==> src/rtl/sys_defs.sv <==
// rtl/sys_defs.sv - shared CDB types: ROB tag width, CDB_DATA broadcast and FU_RESULT queue entry.
// Tag 0 is reserved as the idle marker because the ROB allocates tags from 1.
`ifndef ROB_TAG_LEN
`define ROB_TAG_LEN 5
`endif

package sys_defs;

  localparam int CDB_XLEN = 32;

  localparam logic [`ROB_TAG_LEN:0] CDB_IDLE_TAG = '0;

  typedef struct packed {
    logic [`ROB_TAG_LEN:0] rob_tag;
    logic [CDB_XLEN-1:0]   value;
  } CDB_DATA;

  typedef struct packed {
    logic [`ROB_TAG_LEN:0] rob_tag;
    logic [CDB_XLEN-1:0]   value;
  } FU_RESULT;

endpackage

==> src/rtl/cdb_result_fifo.sv <==
// rtl/cdb_result_fifo.sv - per-FU result queue with extra-MSB wrap pointers and synchronous flush.
module cdb_result_fifo
  import sys_defs::*;
#(
  parameter int FIFO_DEPTH = 2
) (
  input  logic     clk,
  input  logic     reset,
  input  logic     flush,
  input  logic     push,
  input  FU_RESULT push_data,
  input  logic     pop,
  output FU_RESULT head,
  output logic     full,
  output logic     empty
);

  localparam int AW = $clog2(FIFO_DEPTH);

  logic [AW:0] wptr_q, wptr_d;
  logic [AW:0] rptr_q, rptr_d;
  FU_RESULT    mem_q [FIFO_DEPTH];
  logic        do_push;
  logic        do_pop;

  // Equal low bits with differing MSBs means the writer has lapped the reader.
  assign empty = (wptr_q == rptr_q);
  assign full  = (wptr_q[AW] != rptr_q[AW]) && (wptr_q[AW-1:0] == rptr_q[AW-1:0]);
  assign head  = mem_q[rptr_q[AW-1:0]];

  assign do_push = push && !full && !flush;
  assign do_pop  = pop && !empty && !flush;

  always_comb begin
    wptr_d = wptr_q;
    rptr_d = rptr_q;
    if (flush) begin
      wptr_d = '0;
      rptr_d = '0;
    end else begin
      if (do_push) wptr_d = wptr_q + 1'b1;
      if (do_pop)  rptr_d = rptr_q + 1'b1;
    end
  end

  always_ff @(posedge clk or negedge reset) begin
    if (!reset) begin
      wptr_q <= '0;
      rptr_q <= '0;
    end else begin
      wptr_q <= wptr_d;
      rptr_q <= rptr_d;
    end
  end

  always_ff @(posedge clk) begin
    if (do_push) mem_q[wptr_q[AW-1:0]] <= push_data;
  end

endmodule

==> src/rtl/cdb_arbiter.sv <==
// rtl/cdb_arbiter.sv - round-robin CDB producer over NUM_FU buffered result ports.
// Optional CDB_BYPASS_EN lets a granted FU with an empty queue drive the bus directly.
module cdb_arbiter
  import sys_defs::*;
#(
  parameter int NUM_FU     = 4,
  parameter int FIFO_DEPTH = 2,
  parameter int XLEN       = CDB_XLEN
) (
  input  logic                             clk,
  input  logic                             reset,
  input  logic                             flush,
  input  logic [NUM_FU-1:0]                fu_valid,
  input  logic [NUM_FU-1:0][`ROB_TAG_LEN:0] fu_tag,
  input  logic [NUM_FU-1:0][XLEN-1:0]      fu_value,
  output logic [NUM_FU-1:0]                fu_ready,
  output CDB_DATA                          cdb
);

  localparam int PW = (NUM_FU > 1) ? $clog2(NUM_FU) : 1;

  logic [NUM_FU-1:0] full;
  logic [NUM_FU-1:0] empty;
  logic [NUM_FU-1:0] tag_ok;
  logic [NUM_FU-1:0] req;
  logic [NUM_FU-1:0] grant_oh;
  logic [NUM_FU-1:0] pop;
  logic [NUM_FU-1:0] push;
  logic [NUM_FU-1:0] bypass_sel;
  FU_RESULT          head   [NUM_FU];
  FU_RESULT          in_res [NUM_FU];
  logic [PW-1:0]     rr_q, rr_d;
  logic [PW-1:0]     grant;
  logic              grant_vld;
  int                idx;
  CDB_DATA           cdb_q, cdb_d;

  // Readiness comes only from queue occupancy so producers never see a grant-dependent ready.
  assign fu_ready = ~full;
  assign cdb      = cdb_q;

  always_comb begin
    tag_ok = '0;
    for (int i = 0; i < NUM_FU; i++) begin
      tag_ok[i] = fu_valid[i] && (fu_tag[i] != CDB_IDLE_TAG);
    end
  end

`ifdef CDB_BYPASS_EN
  assign req = ~empty | (empty & tag_ok);
`else
  assign req = ~empty;
`endif

  always_comb begin
    grant_vld = 1'b0;
    grant     = '0;
    idx       = 0;
    for (int k = 0; k < NUM_FU; k++) begin
      idx = int'(rr_q) + k;
      if (idx >= NUM_FU) idx = idx - NUM_FU;
      if (!grant_vld && req[idx]) begin
        grant_vld = 1'b1;
        grant     = PW'(idx);
      end
    end
  end

  assign grant_oh = grant_vld ? (NUM_FU'(1) << grant) : '0;
  assign pop      = grant_oh & ~empty;

`ifdef CDB_BYPASS_EN
  assign bypass_sel = grant_oh & empty;
`else
  assign bypass_sel = '0;
`endif

  assign push = tag_ok & ~bypass_sel;

  always_comb begin
    cdb_d = '0;
    rr_d  = rr_q;
    if (grant_vld) begin
      if (pop[grant]) begin
        cdb_d.rob_tag = head[grant].rob_tag;
        cdb_d.value   = head[grant].value;
      end else begin
        cdb_d.rob_tag = fu_tag[grant];
        cdb_d.value   = fu_value[grant];
      end
      rr_d = (int'(grant) == NUM_FU - 1) ? '0 : grant + 1'b1;
    end
  end

  always_ff @(posedge clk or negedge reset) begin
    if (!reset) begin
      cdb_q <= '0;
      rr_q  <= '0;
    end else if (flush) begin
      cdb_q <= '0;
    end else begin
      cdb_q <= cdb_d;
      rr_q  <= rr_d;
    end
  end

  for (genvar g = 0; g < NUM_FU; g++) begin : g_fu
    assign in_res[g].rob_tag = fu_tag[g];
    assign in_res[g].value   = fu_value[g];

    cdb_result_fifo #(
      .FIFO_DEPTH(FIFO_DEPTH)
    ) u_fifo (
      .clk      (clk),
      .reset    (reset),
      .flush    (flush),
      .push     (push[g]),
      .push_data(in_res[g]),
      .pop      (pop[g]),
      .head     (head[g]),
      .full     (full[g]),
      .empty    (empty[g])
    );
  end

endmodule

==> config.mk <==
export PLATFORM = sky130hd
export DESIGN_NAME = cdb_arbiter
export DESIGN_NICKNAME = d
export VERILOG_FILES = /design/src/rtl/sys_defs.sv /design/src/rtl/cdb_result_fifo.sv /design/src/rtl/cdb_arbiter.sv
export SDC_FILE = /design/constraint.sdc
export NUM_CORES = 1
export LEC_CHECK = 0
export BUFFER_PORTS_ARGS = -buffer_cell sky130_fd_sc_hd__buf_2
export CAP_MARGIN = 20
export CORE_MARGIN = 4
export CORE_UTILIZATION = 40
export DETAILED_ROUTE_END_ITERATION = 7
export GPL_TIMING_DRIVEN = 0
export PLACE_DENSITY = 0.66
export SLEW_MARGIN = 20
export SYNTH_ARGS = -nofsm -noshare
export SYNTH_HDL_FRONTEND = slang
export SYNTH_SLANG_ARGS = --single-unit
==> constraint.sdc <==
create_clock -name clk -period 12.9 [get_ports clk]
set_input_delay 0.645 -clock clk [delete_from_list [all_inputs] [get_ports clk]]
set_output_delay 0.645 -clock clk [all_outputs]
set_load 0.05 [all_outputs]
# Word-level counts from Yosys, hierarchy flattened
# Memory sizes are Yosys's and may differ from the RTL's.
# Index checks and enable logic that the tools add are counted.
# W data, S select, Z words.
word_totals:
  regBits: 56
  ramBits: 304
  in_bits: 159
  output_inout_bits: 42
  wordCells: 174
  memories: 4
memory_table:
  columns: ["memory", "depth", "width", "rd", "rd_clocked_by_memory_dff", "write_ports", "line_no", "text"]
  rows:
  - ["g_fu[0].u_fifo.mem_q", 2, 38, 1, 0, 1, "cdb_result_fifo.sv:22", "FU_RESULT mem_q [FIFO_DEPTH];"]
  - ["g_fu[1].u_fifo.mem_q", 2, 38, 1, 0, 1, "cdb_result_fifo.sv:22", null]
  - ["g_fu[2].u_fifo.mem_q", 2, 38, 1, 0, 1, "cdb_result_fifo.sv:22", null]
  - ["g_fu[3].u_fifo.mem_q", 2, 38, 1, 0, 1, "cdb_result_fifo.sv:22", null]
op_classes:
  n_addsub: 16
  n_lt_le_gt_ge: 10
  eq_ne: 13
  shift: 1
  mux: 62
  n_bitwise: 5
  n_reduce_logical: 52
op_table:
  columns: ["op", "count"]
  rows:
  - ["$mux W38", 5]
  - ["$mux W32", 5]
  - ["$lt A32 B4 Y1 const B", 4]
  - ["$bmux W38 S2", 1]
  - ["$bmux W32 S2", 1]
  - ["$mux W2", 21]
  - ["$logic_and A1 B1 Y1", 27]
  - ["$reduce_bool A6 Y1", 4]
  - ["$mux W1", 21]
  - ["$add A2 B1 Y2 const B", 9]
  - ["$reduce_bool A2 Y1", 8]
  - ["$bmux W6 S2", 1]
  - ["$ge A3 B3 Y1 const B", 4]
  - ["$logic_not A1 Y1", 12]
  - ["$sub A3 B3 Y4 const B", 3]
  - ["$bmux W1 S2", 5]
  - ["$eq A2 B2 Y1", 4]
  - ["$not A4 Y4", 2]
  - ["$add A2 B2 Y3 const B", 2]
  - ["$mux W6", 1]
  - ["$and A4 B4 Y4", 1]
  - ["$eq A1 B1 Y1", 4]
  - ["$mux W4", 1]
  - ["$ne A1 B1 Y1", 4]
  - ["other kinds (9)", 9]

# Depth between registers and ports, before layout
# Gate-level depths: netlist (run 1).
logic_depth:
  ltp_word: 23
  mapped_depth: 16
  ltp_nobuf: 10

# By module
# Synthesis (run 1) repeated with hierarchy kept, for this count alone.
unflattened:
  hier_cells: 1116
  hier_area_um2: 16044.1
by_module_without_submodules:
  columns: ["module", "instances", "cells_each", "area_per_inst_um2"]
  rows:
  - ["cdb_result_fifo at g_fu[2].u_fifo ...", 2, 150, 3019.1]
  - ["cdb_arbiter", 1, 518, 3981.3]
  - ["cdb_result_fifo at g_fu[0].u_fifo", 1, 149, 3021.6]
  - ["cdb_result_fifo at g_fu[1].u_fifo", 1, 149, 3002.9]

# Worst setup path after synthesis (run 1)
# Ideal clock, no wire load.
synth_timing:
  kind: "register to register"
  from: "register g_fu[0].u_fifo.rptr_q[0]"
  to: "memory g_fu[0].u_fifo.mem_q[1][0] in the netlist's numbering, enable pin"
  arrival_time_ns: 4.111
  required_ns: 12.419
  setup_slack_ns: 8.308
  path_stages_with_launch: 6
  path_buffers: 1
  period_less_slack_ns: 4.592
  path_cell_list: "dfrtp_1 -> buf_2 -> xor2_1 -> nand2b_1 -> o311ai_1 -> nor3_1"
synth_via:
  elab_chain_cells: 7
synth_rtl:
  columns: ["element", "line_no", "text"]
  rows:
  - ["start, declared", "cdb_result_fifo.sv:21", "logic [AW:0] rptr_q, rptr_d;"]
  - ["start signal, assigned", "cdb_result_fifo.sv:52", "rptr_q <= rptr_d;"]
  - ["$eq A1 B1 Y1", "cdb_result_fifo.sv:28", "assign full = (wptr_q[AW] != rptr_q[AW]) && (wptr_q[AW-1:0] == rptr_q[AW-1:0]);"]
  - ["$logic_and A1 B1 Y1", "cdb_result_fifo.sv:28", null]
  - ["$logic_not A1 Y1", "cdb_result_fifo.sv:31", "assign do_push = push && !full && !flush;"]
  - ["$logic_and A1 B1 Y1 (2 in a row)", "cdb_result_fifo.sv:31", null]
  - ["$mux W1", "cdb_result_fifo.sv:57", "if (do_push) mem_q[wptr_q[AW-1:0]] <= push_data;"]
  - ["$mux W1 (not written as such)", "cdb_result_fifo.sv:57", null]
  - ["end, declared", "cdb_result_fifo.sv:22", null]
# Every way passes these cells.

# Worst setup path in the final report (run 1)
layout_timing:
  from: "register g_fu[1].u_fifo.rptr_q[0]"
  to: "register cdb_q (netlist bit cdb[36])"
layout_via:
  elab_chain_cells: 23
  word_cells_on_any_way: 43
layout_rtl:
  columns: ["element", "line_no", "text"]
  rows:
  - ["start, declared", "cdb_result_fifo.sv:21", null]
  - ["start signal, assigned", "cdb_result_fifo.sv:52", null]
  - ["$eq A2 B2 Y1", "cdb_result_fifo.sv:27", "assign empty = (wptr_q == rptr_q);"]
  - ["$not A4 Y4", "cdb_arbiter.sv:52, cdb_arbiter.sv:70", null]
  - ["$bmux W1 S2", "cdb_arbiter.sv:62", "if (!grant_vld && req[idx]) begin"]
  - ["$mux W1 (not written as such) (2 in a row)", "cdb_arbiter.sv:62", null]
  - ["$mux W1", "cdb_arbiter.sv:62", null]
  - ["$logic_not A1 Y1", "cdb_arbiter.sv:62", null]
  - ["$logic_and A1 B1 Y1", "cdb_arbiter.sv:62", null]
  - ["$mux W1", "cdb_arbiter.sv:62", null]
  - ["[6 not listed]", null, null]
  - ["$shl A1 B2 Y4", "cdb_arbiter.sv:69", "assign grant_oh = grant_vld ? (NUM_FU'(1) << grant) : '0;"]
  - ["$mux W4", "cdb_arbiter.sv:69", null]
  - ["$and A4 B4 Y4", "cdb_arbiter.sv:70", "assign pop = grant_oh & ~empty;"]
  - ["$bmux W1 S2", "cdb_arbiter.sv:84", "if (pop[grant]) begin"]
  - ["$mux W1 (not written as such)", "cdb_arbiter.sv:84", null]
  - ["$mux W38", "cdb_arbiter.sv:84", null]
  - ["$mux W38 (*)", "cdb_arbiter.sv:83", "if (grant_vld) begin"]
  - ["$mux W38 (*)", "cdb_arbiter.sv:99", "end else if (flush) begin"]
  - ["end signal, assigned", "cdb_arbiter.sv:97", "cdb_q <= '0;"]
  - ["end signal, assigned", "cdb_arbiter.sv:100", "cdb_q <= '0;"]
  - ["end signal, assigned", "cdb_arbiter.sv:102", "cdb_q <= cdb_d;"]
  - ["end, declared", "cdb_arbiter.sv:36", "CDB_DATA cdb_q, cdb_d;"]
# Mark *: on every way between the ends. The rest lies on a longest branch, timed or not. The select of a mux whose other input is x is not followed.
# A chain may end at the register's enable or synchronous reset.

==> results.toml, run 1 <==
[cells_and_area]
fillCellCount = 3165
final_layout_size_suffix_gt1_frac = 0.299
stdcell_area_mm2 = 0.0181
syn2layout_area_growth_pct = 22.2
nets = 1348

[global_routing]
antenna_found_initial = 1
grt_pass1_wl_mm = 56.2
grt_pass1_vias = 9122
grt-ovfl-total = 0
grt_max_degree = 39
grt_usage = 0.184

[yosys]
synthTopCellsByCount = "edfxtp_1, mux2i_1, dfrtp_1, nand2_1, a21oi_1"
synth_top_cell_area_share = 0.616
synth_cells = 905
ys_ff_latch = 360
ys_seq_area_frac = 0.711
synthArstFlopShare = 0.156
netlist_top_cells_area = "edfxtp_1, mux2i_1, dfrtp_1"
syn_nets = 1065
yosys_warnings = 0
syn_area_mm2 = 0.0148
yosysTopAreaCell = "edfxtp_1"
synth.distinct_cells = 38
avgSynthCellArea_um2 = 16.4
synth-edff-count = 304
yosysMostFrequentCell = "edfxtp_1"
yosys_most_used_dff = "edfxtp_1"

[floorplanning]
die_y_um = 200
dieArea_mm2 = 0.0402
die_x_um = 200
io_pins = 201
core-area_mm2 = 0.0366
row_count = 70
start_util = 0.405

[detailed_routing]
route.vias.total = 8800
drtPass1Iterations = 5
ant_nets = 0
drt_iter0_markers = 658
wirelength_mm = 38.0
wire_per_inst_um = 22.5
drc = 0
viasPerCell = 5.22

[sta]
report.final.slew_viol_count = 0
fin_crit_sh = 0.274
rsz0062_at_grt = "false"
clock.fmax_mhz = 283
finClkSkew_ps = 8.72
setup_viol = 0
period_needed_ps = 3540
fin_tns_setup_ps = 0
max-slew-margin-rel = 0.309
hold_viol_final = 0
tightest_slew_ps = 1040

[worst_setup_path]
crit_path_end_kind = "flop"
rr_startpoint = "g_fu[1].u_fifo.rptr_q[0]"
critPathLaunch = "g_fu[1].u_fifo.rptr_q[0]"
start_kind = "flop"
cp_top_family = "buffers and inverters"
rr_worst_depth = 14
r2r-end = "cdb[36]"
cpPeakStageDelay_ps = 570
crit_top_cell = "buf_6"
arrival_ps = 3930
required_ps = 13290
critPathKind = "reg2reg"
cpMaxStageDelayCell = "clkbuf_1"
cp_num_buf_inv = 5
path_cells = "buf_2 -> xnor2_1 -> and2_1 -> a311o_2 -> nand2_4 -> inv_2 -> clkbuf_1 -> ha_1 -> nand2_1 -> o21ai_2 -> nand4b_4 -> buf_6 -> buf_6 -> o22ai_1"
cp_max_fo = 10
r2r_slack_ps = 9360

[clock_tree]
cts.clk_slew.worst_paths_ps = 60
post_cts_buffers = 0
clk_path_buf_depth = 3
clkSinkCount = 360
cts_tree = "done"
insertion_delay_ps = 520
cts_buffers = 39
root_buffer = "clkbuf_16"
cts_resized = 0
cts_hold_buf = 0
cts.htree.levels = 2

[power_and_ir_drop]
power_leakage_nw = 6.79
p_sw_frac = 0.397
seqPwrFrac = 0.299
p_clk_frac = 0.228
switchingPower_mw = 1.93
p_per_area_mw_per_mm2 = 268
p_int_mw = 2.93
p_comb_frac = 0.472
ir_worst_vdd_mv = 0.193

[placed_design]
place.gp.congestion = 0.829
dpl_cell_area_mm2 = 0.0168
io_buffer_count = 199
dp_hpwl_mm = 27.3

[job]
cap_violations = 0

[worst_hold_path]
hold_path_class = "in2async"

[status]
status = "completed"
## metrics by stage
stage	worst slack (ps)	total power, mW	cells	hold WS (ps)	utilization
after floorplan	8310	3.11	905	349	-
after global placement	5750	3.76	1572	546	0.448
after detailed placement	9400	3.80	1615	556	0.459
after CTS	9360	4.92	1685	18.7	0.494
after global routing	9200	5.11	1685	33.0	0.494
final	9360	4.86	1686	23.9	0.495
## worst reg2reg max path, stage by stage, from the launching register on
cell and delay [ps]:
dfrtp_1 360, buf_2 150, xnor2_1 320, and2_1 230, a311o_2 250, nand2_4 100
inv_2 130, clkbuf_1 570, ha_1 300, nand2_1 100, o21ai_2 180, nand4b_4 170
buf_6 180, buf_6 220, o22ai_1 140
## per-layer routing
metal / share of wire / vias to the layer above / routed length, µm / GRT usage
li1: - / 4070 / - / -
met1: 0.43 / 4403 / 16400 / 0.248
met2: 0.49 / 268 / 18700 / 0.313
met3: 0.056 / 59 / 2120 / 0.0326
met4: 0.020 / 0 / 777 / 0.0465
met5: 0 / - / 0 / 0
## sequential cells by signal, indices dropped and copies added (netlist names)
name	cells
g_fu.u_fifo.mem_q	304
g_fu.u_fifo.wptr_q	8
rr_q	2
g_fu.u_fifo.rptr_q	8
cdb	38
## layout make-up
type / instances / area (µm²) / area share
inverters: 7 / 31.3 / 0.00173
clock inverters: 17 / 165 / 0.00912
plain buffers: 56 / 329 / 0.0182
repair buffers: 242 / 1370 / 0.0757
diodes: 1 / 2.50 / 0.000138
well taps: 468 / 586 / 0.0323
clock buffers: 53 / 1120 / 0.0619
flip-flops and latches: 360 / 10500 / 0.582
multi-input cells: 482 / 3970 / 0.219
## placed cells by master, fill, tap and decap left out, types with 11 or more instances in the layout
| cell type | Yosys | layout |
|---|---|---|
| nand2_1 | 44 | 44 |
| o22ai_2 | 18 | 18 |
| buf_6 | 13 | 21 |
| xor2_1 | 11 | 11 |
| buf_2 | 11 | 209 |
| xnor2_1 | 15 | 15 |
| a21oi_1 | 41 | 41 |
| edfxtp_1 | 304 | 304 |
| o22ai_1 | 20 | 20 |
| clkbuf_16 | 0 | 41 |
| mux2i_1 | 228 | 228 |
| dfrtp_1 | 56 | 56 |
| clkbuf_1 | 25 | 32 |
| buf_4 | 2 | 37 |
| nor2_1 | 25 | 25 |
| a22oi_1 | 38 | 38 |
## cell families (layout without fill, tap and decap cells)
group | count (synthesis) | after routing | share of synthesized area
multiplexers | 228 | 228 | 0.154
adder cells (fa/ha/maj) | 1 | 1 | 0.000844
buffers and inverters | 63 | 375 | 0.0243
AO/OA/AOI/OAI | 132 | 132 | 0.0657
AND/OR/NAND/NOR | 95 | 95 | 0.0293
XOR/XNOR | 26 | 26 | 0.0154
flip-flops | 360 | 360 | 0.711
other | 0 | 1 | 0
## worst max-delay path by stage
stage | to | slack [ps] | cells past startpoint
2_1_floorplan | g_fu[0].u_fifo.mem_q[1][0] | 8310 | 5
4_1_cts | cdb[36] | 9360 | 14
3_5_place_dp | cdb[36] | 9400 | 14
3_3_place_gp | g_fu[0].u_fifo.mem_q[1][10] | 5750 | 5
6_report | cdb[36] | 9360 | 14
5_1_grt | cdb[36] | 9200 | 14
## power by group through the flow
stage	Clock, mW	Sequential (mW)	Combinational (mW)
CTS	1.13	1.46	2.34
global placement	0	1.49	2.27
finish	1.11	1.45	2.30
global route	1.18	1.47	2.47
floorplan	0	1.62	1.49
detailed placement	0	1.48	2.33
Power figures use the tool's default switching activity.
==> inputs of run 2 (changes only) <==
ABC_AREA = 1   (was not set)
PLACE_DENSITY = 0.65   (was 0.66)
clock period = 3.3 ns   (was 12.9 ns; I/O delays follow)
==> results.toml, run 2 <==
[status]
status = "completed"

[worst_setup_path]
arrival_ps = 3540
crit_path_end_kind = "flop"
cpPeakStageDelay_ps = 460
cp_num_buf_inv = 4
cp_max_fo = 10
required_ps = 3720
critPathKind = "reg2reg"
cpMaxStageDelayCell = "dfrtp_1"
cp_top_family = "simple AND/OR/NAND/NOR gates"
start_kind = "flop"
path_cells = "inv_2 -> nand2_1 -> nand2_1 -> nand3_1 -> nand3_1 -> nand2_2 -> a21oi_1 -> nand2_4 -> nand2_4 -> inv_2 -> ha_1 -> nand2_1 -> nand3_1 -> nand2_2 -> buf_6 -> buf_6 -> a21oi_1 -> nor2_2"

[placed_design]
place.gp.congestion = 0.912
dpl_cell_area_mm2 = 0.0188
pre_cts_slack_ps = -116
dp_cells = 2487
dp_hpwl_mm = 39.8
io_buffer_count = 200

[cells_and_area]
multi_input_area_mm2 = 0.00549
final_layout_size_suffix_gt1_frac = 0.165
register_area_mm2 = 0.0105
stdcell_area_mm2 = 0.0218
final_common_cell = "nand2_1"
mostFrequentLayoutCells = "nand2_1, edfxtp_1, nand3_1"
syn2layout_area_growth_pct = 29.5
fillCellCount = 3698
final_cells = 2721
largest_reg_flops = 304
nets = 2318

[yosys]
synth_top_cell_area_share = 0.544
synth-edff-count = 304
ys_seq_area_frac = 0.627
ys_ff_latch = 360
netlist_top_cells_area = "edfxtp_1, nand2_1, dfrtp_1"
avgSynthCellArea_um2 = 9.67
yosysTopAreaCell = "edfxtp_1"
yosysMostFrequentCell = "nand2_1"
yosys_warnings = 0
synthTopCellsByCount = "nand2_1, edfxtp_1, nand3_1, inv_1, mux2i_1"
synth.distinct_cells = 27
syn_area_mm2 = 0.0168
synthArstFlopShare = 0.156
synth_cells = 1737
yosys_most_used_dff = "edfxtp_1"
syn_nets = 1897

[detailed_routing]
drt_iter0_markers = 1266
wire_per_inst_um = 19.9
route.vias.total = 14100
ant_nets = 0
viasPerCell = 5.19
wirelength_mm = 54.3
drc = 0
drtPass1Iterations = 6

[clock_tree]
clk_path_buf_depth = 3
cts.clk_slew.worst_paths_ps = 60
cts_buffers = 40
cts_tree = "done"
root_buffer = "clkbuf_16"
cts.htree.levels = 2
clkSinkCount = 360
insertion_delay_ps = 540

[global_routing]
grt_max_degree = 57
grt_usage = 0.235
antenna_found_initial = 1
grt-ovfl-total = 0
grt_pass1_wl_mm = 79.8
grt_pass1_vias = 13900

[floorplanning]
die_y_um = 213
io_pins = 201
die_x_um = 213
start_util = 0.408
row_count = 74
dieArea_mm2 = 0.0453
core-area_mm2 = 0.0412

[sta]
max-slew-margin-rel = 0.302
setup_viol = 0
period_needed_ps = 3120
hold_viol_final = 0
tightest_slew_ps = 1030
finClkSkew_ps = 17.0
fin_ws_ps = 182
fin_crit_sh = 0.945
report.final.slew_viol_count = 0
clock.fmax_mhz = 321
rsz0062_at_grt = "false"

[job]
cap_violations = 0

[worst_hold_path]
hold_path_class = "in2reg"
run 2: layout make-up:
type,count,share of cell area
inverters,102,0.0176
clock buffers,54,0.0513
clock inverters,18,0.00638
plain buffers,106,0.0242
diodes,1,0.000115
repair buffers,379,0.133
multi-input cells,1169,0.252
well taps,532,0.0306
flip-flops and latches,360,0.484
run 2: metrics by stage:
step	TNS, ps	hold slack (ps)	utilization
2_1_floorplan	-23730	-131	-
3_3_place_gp	-309030	367	0.449
3_5_place_dp	-986	295	0.457
4_1_cts	0	6.62	0.525
5_1_grt	0	52.6	0.528
6_report	0	30.8	0.528
run 2: worst paths after layout:
kind / slack [ps] / end / depth (start not counted) / from
max in group asynchronous: 2450 / g_fu[2].u_fifo.rptr_q[0] / 2 / reset
max: 180 / cdb[4] / 18 / g_fu[3].u_fifo.rptr_q[0]
max reg2reg: 180 / cdb[4] / 18 / g_fu[3].u_fifo.rptr_q[0]
min in group asynchronous: 270 / cdb[33] / 2 / reset
min: 30 / g_fu[1].u_fifo.wptr_q[0] / 4 / flush
min reg2reg: 520 / g_fu[3].u_fifo.rptr_q[1] / 1 / g_fu[3].u_fifo.rptr_q[1]
run 2: per-layer routing:
layer | routed length, µm | vias up | global-route usage
li1 | - | 6647 | -
met1 | 21700 | 6823 | 0.308
met2 | 26800 | 571 | 0.406
met3 | 3970 | 91 | 0.0335
met4 | 1740 | 0 | 0.0746
met5 | 0 | - | 0
run 2: logic make-up (layout without fill, tap and decap cells):
kind of cell	count (synthesis)	in the layout	share of synthesized area
flops	360	360	0.627
other cells	0	1	0
buf+inv	208	659	0.0539
fa+ha+maj	1	1	0.000745
compound gates	65	65	0.0200
mux	76	76	0.0453
simple gates	1026	1026	0.252
xor+xnor	1	1	0.000969
run 2: timing repair:
item | CTS | global route
hold endpoints to repair | 360 | 0
setup buffers | 0 | 7
pin swaps | 0 | 2
resized for setup | 1 | 17
endpoints found under the setup margin | 30 | 38
hold buffers | 153 | 0
run 2: worst min-delay path: stages:
cell and delay, ps:
buf_2 110, inv_1 80, o21ai_0 110, a21oi_1 50
Power of run 2 is not shown: default switching activity piles up to over one toggle a cycle in this logic, so the estimate is an artifact.
